<file path="src/rtl/spike_aer_encoder_if.sv">
// Address-event stream between the spike encoder and its consumer.
// An event transfers on a rising clk edge when ev_valid && ev_ready. Once ev_valid is high,
// it stays high and ev_id/ev_time/ev_last hold steady until that transfer. ev_ready may
// change freely, and the master never looks at ev_ready when it decides ev_valid.
interface spike_aer_encoder_if #(
  parameter int ID_W = 7,
  parameter int TS_W = 16
) ();
  logic            ev_valid;
  logic            ev_ready;
  logic [ID_W-1:0] ev_id;
  logic [TS_W-1:0] ev_time;
  logic            ev_last;

  modport master (output ev_valid, ev_id, ev_time, ev_last, input ev_ready);
  modport slave  (input ev_valid, ev_id, ev_time, ev_last, output ev_ready);
endinterface

</file>
<file path="src/rtl/spike_aer_encoder.sv">
// Captures one population spike vector per sweep and turns its set bits into an AER stream.
// Events leave lowest neuron first. A strobe that arrives while a frame is still draining is dropped and counted.
module spike_aer_encoder #(
  parameter int N_NEURONS = 128,
  parameter int ID_W      = 7,
  parameter int TS_W      = 16
) (
  input  logic                   clk,
  input  logic                   reset,
  input  logic [N_NEURONS-1:0]   population,
  input  logic                   pop_valid,
  spike_aer_encoder_if.master    ev,
  output logic                   frame_done,
  output logic [ID_W:0]          frame_spikes,
  output logic [15:0]            overrun_cnt,
  output logic                   dbg_state
);

  typedef enum logic {IDLE = 1'b0, SCAN = 1'b1} state_t;

  localparam logic [N_NEURONS-1:0] ONE_N = N_NEURONS'(1);

  state_t                 state_q, state_d;
  logic [N_NEURONS-1:0]   frame;
  logic [TS_W-1:0]        ts_cnt;
  logic [TS_W-1:0]        cur_ts;

  logic [ID_W-1:0]        low_id;
  logic [N_NEURONS-1:0]   low_mask;
  logic                   single_bit;
  logic                   pop_nonzero;
  logic                   handshake;
  logic                   last_hs;
  logic                   accept;
  logic                   drop;

  function automatic logic [ID_W:0] popcount(input logic [N_NEURONS-1:0] v);
    logic [ID_W:0] c;
    c = '0;
    for (int i = 0; i < N_NEURONS; i++) c = c + {{ID_W{1'b0}}, v[i]};
    return c;
  endfunction

  // The loop goes from the top bit down, so the lowest set bit is the last one written and wins.
  always_comb begin
    low_id = '0;
    for (int i = N_NEURONS - 1; i >= 0; i--) begin
      if (frame[i]) low_id = ID_W'(i);
    end
  end

  assign low_mask    = ONE_N << low_id;
  assign single_bit  = (frame != '0) && ((frame & (frame - ONE_N)) == '0);
  assign pop_nonzero = (population != '0);

  always_ff @(posedge clk) begin
    if (reset) state_q <= IDLE;
    else       state_q <= state_d;
  end

  always_comb begin
    state_d     = state_q;
    ev.ev_valid = 1'b0;
    ev.ev_id    = '0;
    ev.ev_time  = '0;
    ev.ev_last  = 1'b0;
    handshake   = 1'b0;
    last_hs     = 1'b0;
    accept      = 1'b0;
    drop        = 1'b0;
    case (state_q)
      IDLE: begin
        accept = pop_valid;
        if (pop_valid && pop_nonzero) state_d = SCAN;
      end
      SCAN: begin
        ev.ev_valid = 1'b1;
        ev.ev_id    = low_id;
        ev.ev_time  = cur_ts;
        ev.ev_last  = single_bit;
        handshake   = ev.ev_ready;
        last_hs     = ev.ev_ready && single_bit;
        // A strobe that lands on the final handshake starts the next frame directly.
        accept      = pop_valid && last_hs;
        drop        = pop_valid && !last_hs;
        if (last_hs) state_d = (pop_valid && pop_nonzero) ? SCAN : IDLE;
      end
      default: state_d = IDLE;
    endcase
  end

  always_ff @(posedge clk) begin
    if (reset) begin
      frame        <= '0;
      ts_cnt       <= '0;
      cur_ts       <= '0;
      frame_done   <= 1'b0;
      frame_spikes <= '0;
      overrun_cnt  <= '0;
    end else begin
      frame_done <= last_hs || (accept && !pop_nonzero);
      if (pop_valid) ts_cnt <= ts_cnt + 1'b1;
      if (accept) begin
        frame        <= population;
        cur_ts       <= ts_cnt;
        frame_spikes <= popcount(population);
      end else if (handshake) begin
        frame <= frame & ~low_mask;
      end
      if (drop && (overrun_cnt != 16'hFFFF)) overrun_cnt <= overrun_cnt + 16'd1;
    end
  end

  assign dbg_state = state_q;

endmodule

</file>
<file path="src/flat_wrapper.sv">
// flat-port wrapper written by rule: the top's interface ports become plain ports
module spike_aer_encoder_flat 
#(
  parameter int N_NEURONS = 128,
  parameter int ID_W      = 7,
  parameter int TS_W      = 16
)
  (clk, reset, population, pop_valid, frame_done, frame_spikes, overrun_cnt, dbg_state, ev_ev_valid, ev_ev_id, ev_ev_time, ev_ev_last, ev_ev_ready);
  spike_aer_encoder_if #(.ID_W(ID_W), .TS_W(TS_W)) ev_i ();
  input  logic clk;
  input  logic reset;
  input  logic [N_NEURONS-1:0] population;
  input  logic pop_valid;
  output logic frame_done;
  output logic [ID_W:0] frame_spikes;
  output logic [15:0] overrun_cnt;
  output logic dbg_state;
  output wire logic [$bits(ev_i.ev_valid)-1:0] ev_ev_valid;
  output wire logic [$bits(ev_i.ev_id)-1:0] ev_ev_id;
  output wire logic [$bits(ev_i.ev_time)-1:0] ev_ev_time;
  output wire logic [$bits(ev_i.ev_last)-1:0] ev_ev_last;
  input wire logic [$bits(ev_i.ev_ready)-1:0] ev_ev_ready;
  assign ev_ev_valid = ev_i.ev_valid;
  assign ev_ev_id = ev_i.ev_id;
  assign ev_ev_time = ev_i.ev_time;
  assign ev_ev_last = ev_i.ev_last;
  assign ev_i.ev_ready = ev_ev_ready;
  spike_aer_encoder #(.N_NEURONS(N_NEURONS), .ID_W(ID_W), .TS_W(TS_W)) u_core (.clk(clk), .reset(reset), .population(population), .pop_valid(pop_valid), .ev(ev_i), .frame_done(frame_done), .frame_spikes(frame_spikes), .overrun_cnt(overrun_cnt), .dbg_state(dbg_state));
endmodule
</file>
<file path="config.mk">
export PLATFORM = sky130hd
export DESIGN_NAME = spike_aer_encoder_flat
export DESIGN_NICKNAME = d
export VERILOG_FILES = /design/src/rtl/spike_aer_encoder_if.sv /design/src/rtl/spike_aer_encoder.sv /design/src/flat_wrapper.sv
export SDC_FILE = /design/constraint.sdc
export NUM_CORES = 1
export LEC_CHECK = 0
export CAP_MARGIN = 15
export CORE_UTILIZATION = 42
export DETAILED_ROUTE_END_ITERATION = 6
export GPL_TIMING_DRIVEN = 0
export REMOVE_ABC_BUFFERS = 1
export SLEW_MARGIN = 20
export SYNTH_ARGS = -nofsm -noshare
export SYNTH_HDL_FRONTEND = slang
export SYNTH_SLANG_ARGS = --single-unit
</file>
<file path="constraint.sdc">
create_clock -name clk -period 14.1 [get_ports clk]
set_clock_uncertainty 0.15 [all_clocks]
set_input_delay 4.23 -clock clk [delete_from_list [all_inputs] [get_ports clk]]
set_output_delay 4.23 -clock clk [all_outputs]
set_load 0.01 [all_outputs]
</file>
==> results of run 1 <==
[sequential cells by signal (all words and copies together), names as in the netlist]
register / cells
u_core.overrun_cnt: 16
u_core.ts_cnt: 16
u_core.frame_spikes: 8
u_core.cur_ts: 16
u_core.frame_done: 1
u_core.frame: 128
u_core.dbg_state: 1
[metal layers]
layer,vias to the layer above,global-route usage [%],share of wire [%]
li1,7556,-,-
met1,8200,51.88,42
met2,1129,49.73,41
met3,182,7.325,11
met4,0,18.37,5.2
met5,-,0,0
[worst register-to-register path: stages (launching register included)]
cell       delay, ns
dfxtp_1         0.43
nor4_1          0.75
nand4_1         0.90
nor4_1          0.55
a21boi_0        0.28
nor4_1          0.34
nand4_1         0.19
nor4_1          0.84
and2_1          0.45
a41oi_4         0.35
buf_16          0.30
buf_16          0.18
buf_16          0.17
buf_16          0.18
nor2_4          0.44
buf_16          0.25
buf_16          0.19
o2bb2ai_1       0.14
[stage by stage]
stage | TNS [ns] | std cells | util (%) | area (um2) | worst slack [ns]
3_3_place_gp | -52.71 | 2607 | 47.52 | 17860 | -1.647
6_report | 0 | 2649 | 49.96 | 18770 | 2.220
3_5_place_dp | 0 | 2619 | 48.47 | 18210 | 1.788
5_1_grt | 0 | 2649 | 49.96 | 18770 | 2.024
4_1_cts | 0 | 2649 | 49.95 | 18770 | 2.274
2_1_floorplan | 0 | 1914 | - | 15390 | 2.647
[path summary, 6_finish.rpt]
kind / end / cells past startpoint / slack (ns) / from
worst min-delay path: u_core.cur_ts[0] / 2 / 0.30 / u_core.cur_ts[0]
worst max-delay path: u_core.frame_spikes[6] / 26 / 2.22 / population[104]
worst max register to register: u_core.frame[26] / 17 / 6.96 / u_core.frame[5]
worst min register to register: u_core.cur_ts[0] / 2 / 0.30 / u_core.cur_ts[0]
[where the power goes]
part	total [W]	switching [W]	leakage [nW]	internal [W]
Clock	0.000489	0.000256	0.265	0.000234
Sequential	0.000672	0.0000900	1.52	0.000582
Combinational	0.00577	0.00291	5.18	0.00286
Total	0.00693	0.00325	6.97	0.00368
[cell families after synthesis]
logic type,Yosys count,synth area share [%]
compound gates,540,23.36
xor+xnor,19,1.039
fa+ha+maj,144,16.64
buf+inv,370,9.111
flops,186,23.25
mux,10,0.7267
simple gates,791,25.87
[layout by cell type, fill, tap and decap left out, types with 42 or more instances in the layout]
| master | synthesis | final |
|---|---|---|
| nor4_1 | 87 | 86 |
| clkdlybuf4s50_1 | 0 | 181 |
| o21ai_0 | 56 | 56 |
| dfxtp_1 | 186 | 185 |
| fa_1 | 115 | 115 |
| nor3_1 | 66 | 66 |
| nand2_1 | 200 | 199 |
| a21oi_1 | 141 | 140 |
| nor2_1 | 152 | 152 |
| inv_1 | 223 | 223 |
| nand3_1 | 72 | 72 |
| o31ai_1 | 56 | 56 |
| a22o_1 | 42 | 42 |
[cell type report]
cell class	count	area, um2
fill	3731	18810
multi-input combinational	1504	10880
sequential	186	3725
timing repair buffer	194	2127
inverter	224	840.8
tap	511	639.4
clock buffer	17	425.4
clock inverter	13	130.1
[cells in the mapped netlist, types with 7 or more instances]
master	count	area share, %
ha_1	29	2.3
nand3_1	72	2.3
a211oi_1	16	0.75
a22o_1	42	2.3
and4_1	9	0.49
xor2_1	14	0.77
nand2b_1	13	0.51
o311ai_0	14	0.77
buf_2	26	0.81
a21oi_1	141	4.4
inv_1	223	5.2
o21ai_1	7	0.22
and3_1	8	0.31
clkbuf_1	108	2.5
a32o_1	7	0.44
a31oi_1	25	0.98
a21o_1	13	0.61
a22oi_1	18	0.84
o31ai_1	56	2.6
o2111ai_1	9	0.49
or2_2	14	0.55
nor3_1	66	2.1
o211ai_1	39	1.8
o21bai_1	7	0.33
o21a_1	8	0.38
or3_1	14	0.55
nor2b_1	15	0.59
o2bb2ai_1	9	0.49
o41ai_1	13	0.71
nor4_1	87	3.4
o21ai_0	56	1.8
nand4b_1	7	0.38
or4_1	38	1.8
nand2_1	200	4.7
nor2_1	152	3.6
nand4_1	38	1.5
dfxtp_1	186	23
and2_1	31	1.2
fa_1	115	14
==> impl_metrics.json, run 1 <==
{
  "status": "complete, no violations",
  "ctsResizeCount": 0,
  "layout-drive-gt1-share_pct": 4.210,
  "firstDrtPassIters": 6,
  "finalMaxSlewViolations": 0,
  "critPathMaxStageDelay_ns": 0.69,
  "syn-cell-area_um2": 16010,
  "wl_per_cell_um": 26.19,
  "hp-class": "flip-flop to flip-flop",
  "ys_seq_area_share_pct": 23.25,
  "p_leak_nw": 6.973,
  "first_global_vias": 15960,
  "cts_setup_buffers": 0,
  "place_hpwl_um": 55380,
  "synthCells": 2060,
  "vias": 17070,
  "setup_viol": 0,
  "fp.dieH_um": 197.3,
  "fin_total_pwr_w": 0.006931,
  "path_delay_family": "adder cells",
  "worstPathRequired_ns": 14.29,
  "clk_latency_ns": 0.47,
  "drt_first_iter_violations": 2546,
  "gp_congestion": 1.023,
  "synth_cell_types": 86,
  "drc": 0,
  "period_share_pct": 84.25,
  "area_delta_synth_final_pct": 17.23,
  "crit_buf_inv": 7,
  "cp-start-kind": "primary input",
  "grt_max_degree": 93,
  "vdd_drop_max_mv": 3.111,
  "h-tree-depth": 4,
  "timing.fmax_mhz": 84.18,
  "synth_edf_count": 0,
  "portBuffers": 182,
  "cp_data_arrival_time_ns": 12.07,
  "grt_overflow": 0,
  "cts_num_sinks": 186,
  "holdWs_ns": 0.3005,
  "cts_tree": "done",
  "ant_nets": 0,
  "die_w_um": 197.3,
  "powerDensity_nw_per_um2": 369.2,
  "max_cap_viol_count": 0,
  "grt_pass1_wl_um": 103000,
  "clockBufferDepth": 2,
  "hold_viol": 0,
  "core_area_um2": 37580,
  "io-pin-count": 183,
  "grt_antenna_before_repair": 0,
  "clkTransAtPathRegs_ns": 0.08,
  "min_period_ns": 11.88,
  "ys.flop_type": "dfxtp_1",
  "root_buffer": "clkbuf_16",
  "nets": 2403,
  "avgSynthCellArea_um2": 7.773,
  "grtUsageTotal_pct": 35.82,
  "path_class": "primary input to flip-flop",
  "slew_headroom_pct": 23.66,
  "cp-end-kind": "flip-flop",
  "cpMostUsedCell": "fa_1",
  "hold_buffers": 0,
  "tightest_slew_ns": 1.135,
  "die_area_um2": 38910,
  "synth.yosys.warnings": 0,
  "ys_async_sr_fraction_pct": 0,
  "vias_per_cell": 6.443,
  "routed_wl_um": 69370,
  "cp_max_fo": 3,
  "rsz0062_at_grt": "no",
  "slowest_stage": "clkdlybuf4s50_1",
  "row_count": 71,
  "start_util_pct": 42.61,
  "antenna_cells": 0,
  "ys_seq_elements": 186,
  "numCtsBuffers": 17
}
No activity file was read; power rests on OpenSTA's default activity.
==> run 2, diff against run 1 <==
==> constraint.sdc (replaced) <==
create_clock -name clk -period 11.8 [get_ports clk]
set_clock_uncertainty 0.15 [all_clocks]
set_input_delay 3.54 -clock clk [delete_from_list [all_inputs] [get_ports clk]]
set_output_delay 3.54 -clock clk [all_outputs]
set_load 0.01 [all_outputs]
==> results of run 2 <==
The final DEF is identical to that of run 1. Status: complete, no violations.
Main changes from that run: setup slack after placement 1.788 ns -> 0.1778 ns; setup slack after layout 2.220 ns -> 0.6101 ns; register-to-register setup slack 6.96 ns -> 4.66 ns; total power 0.006931 W -> 0.008159 W; worst IR drop on VDD 3.111 mV -> 3.540 mV
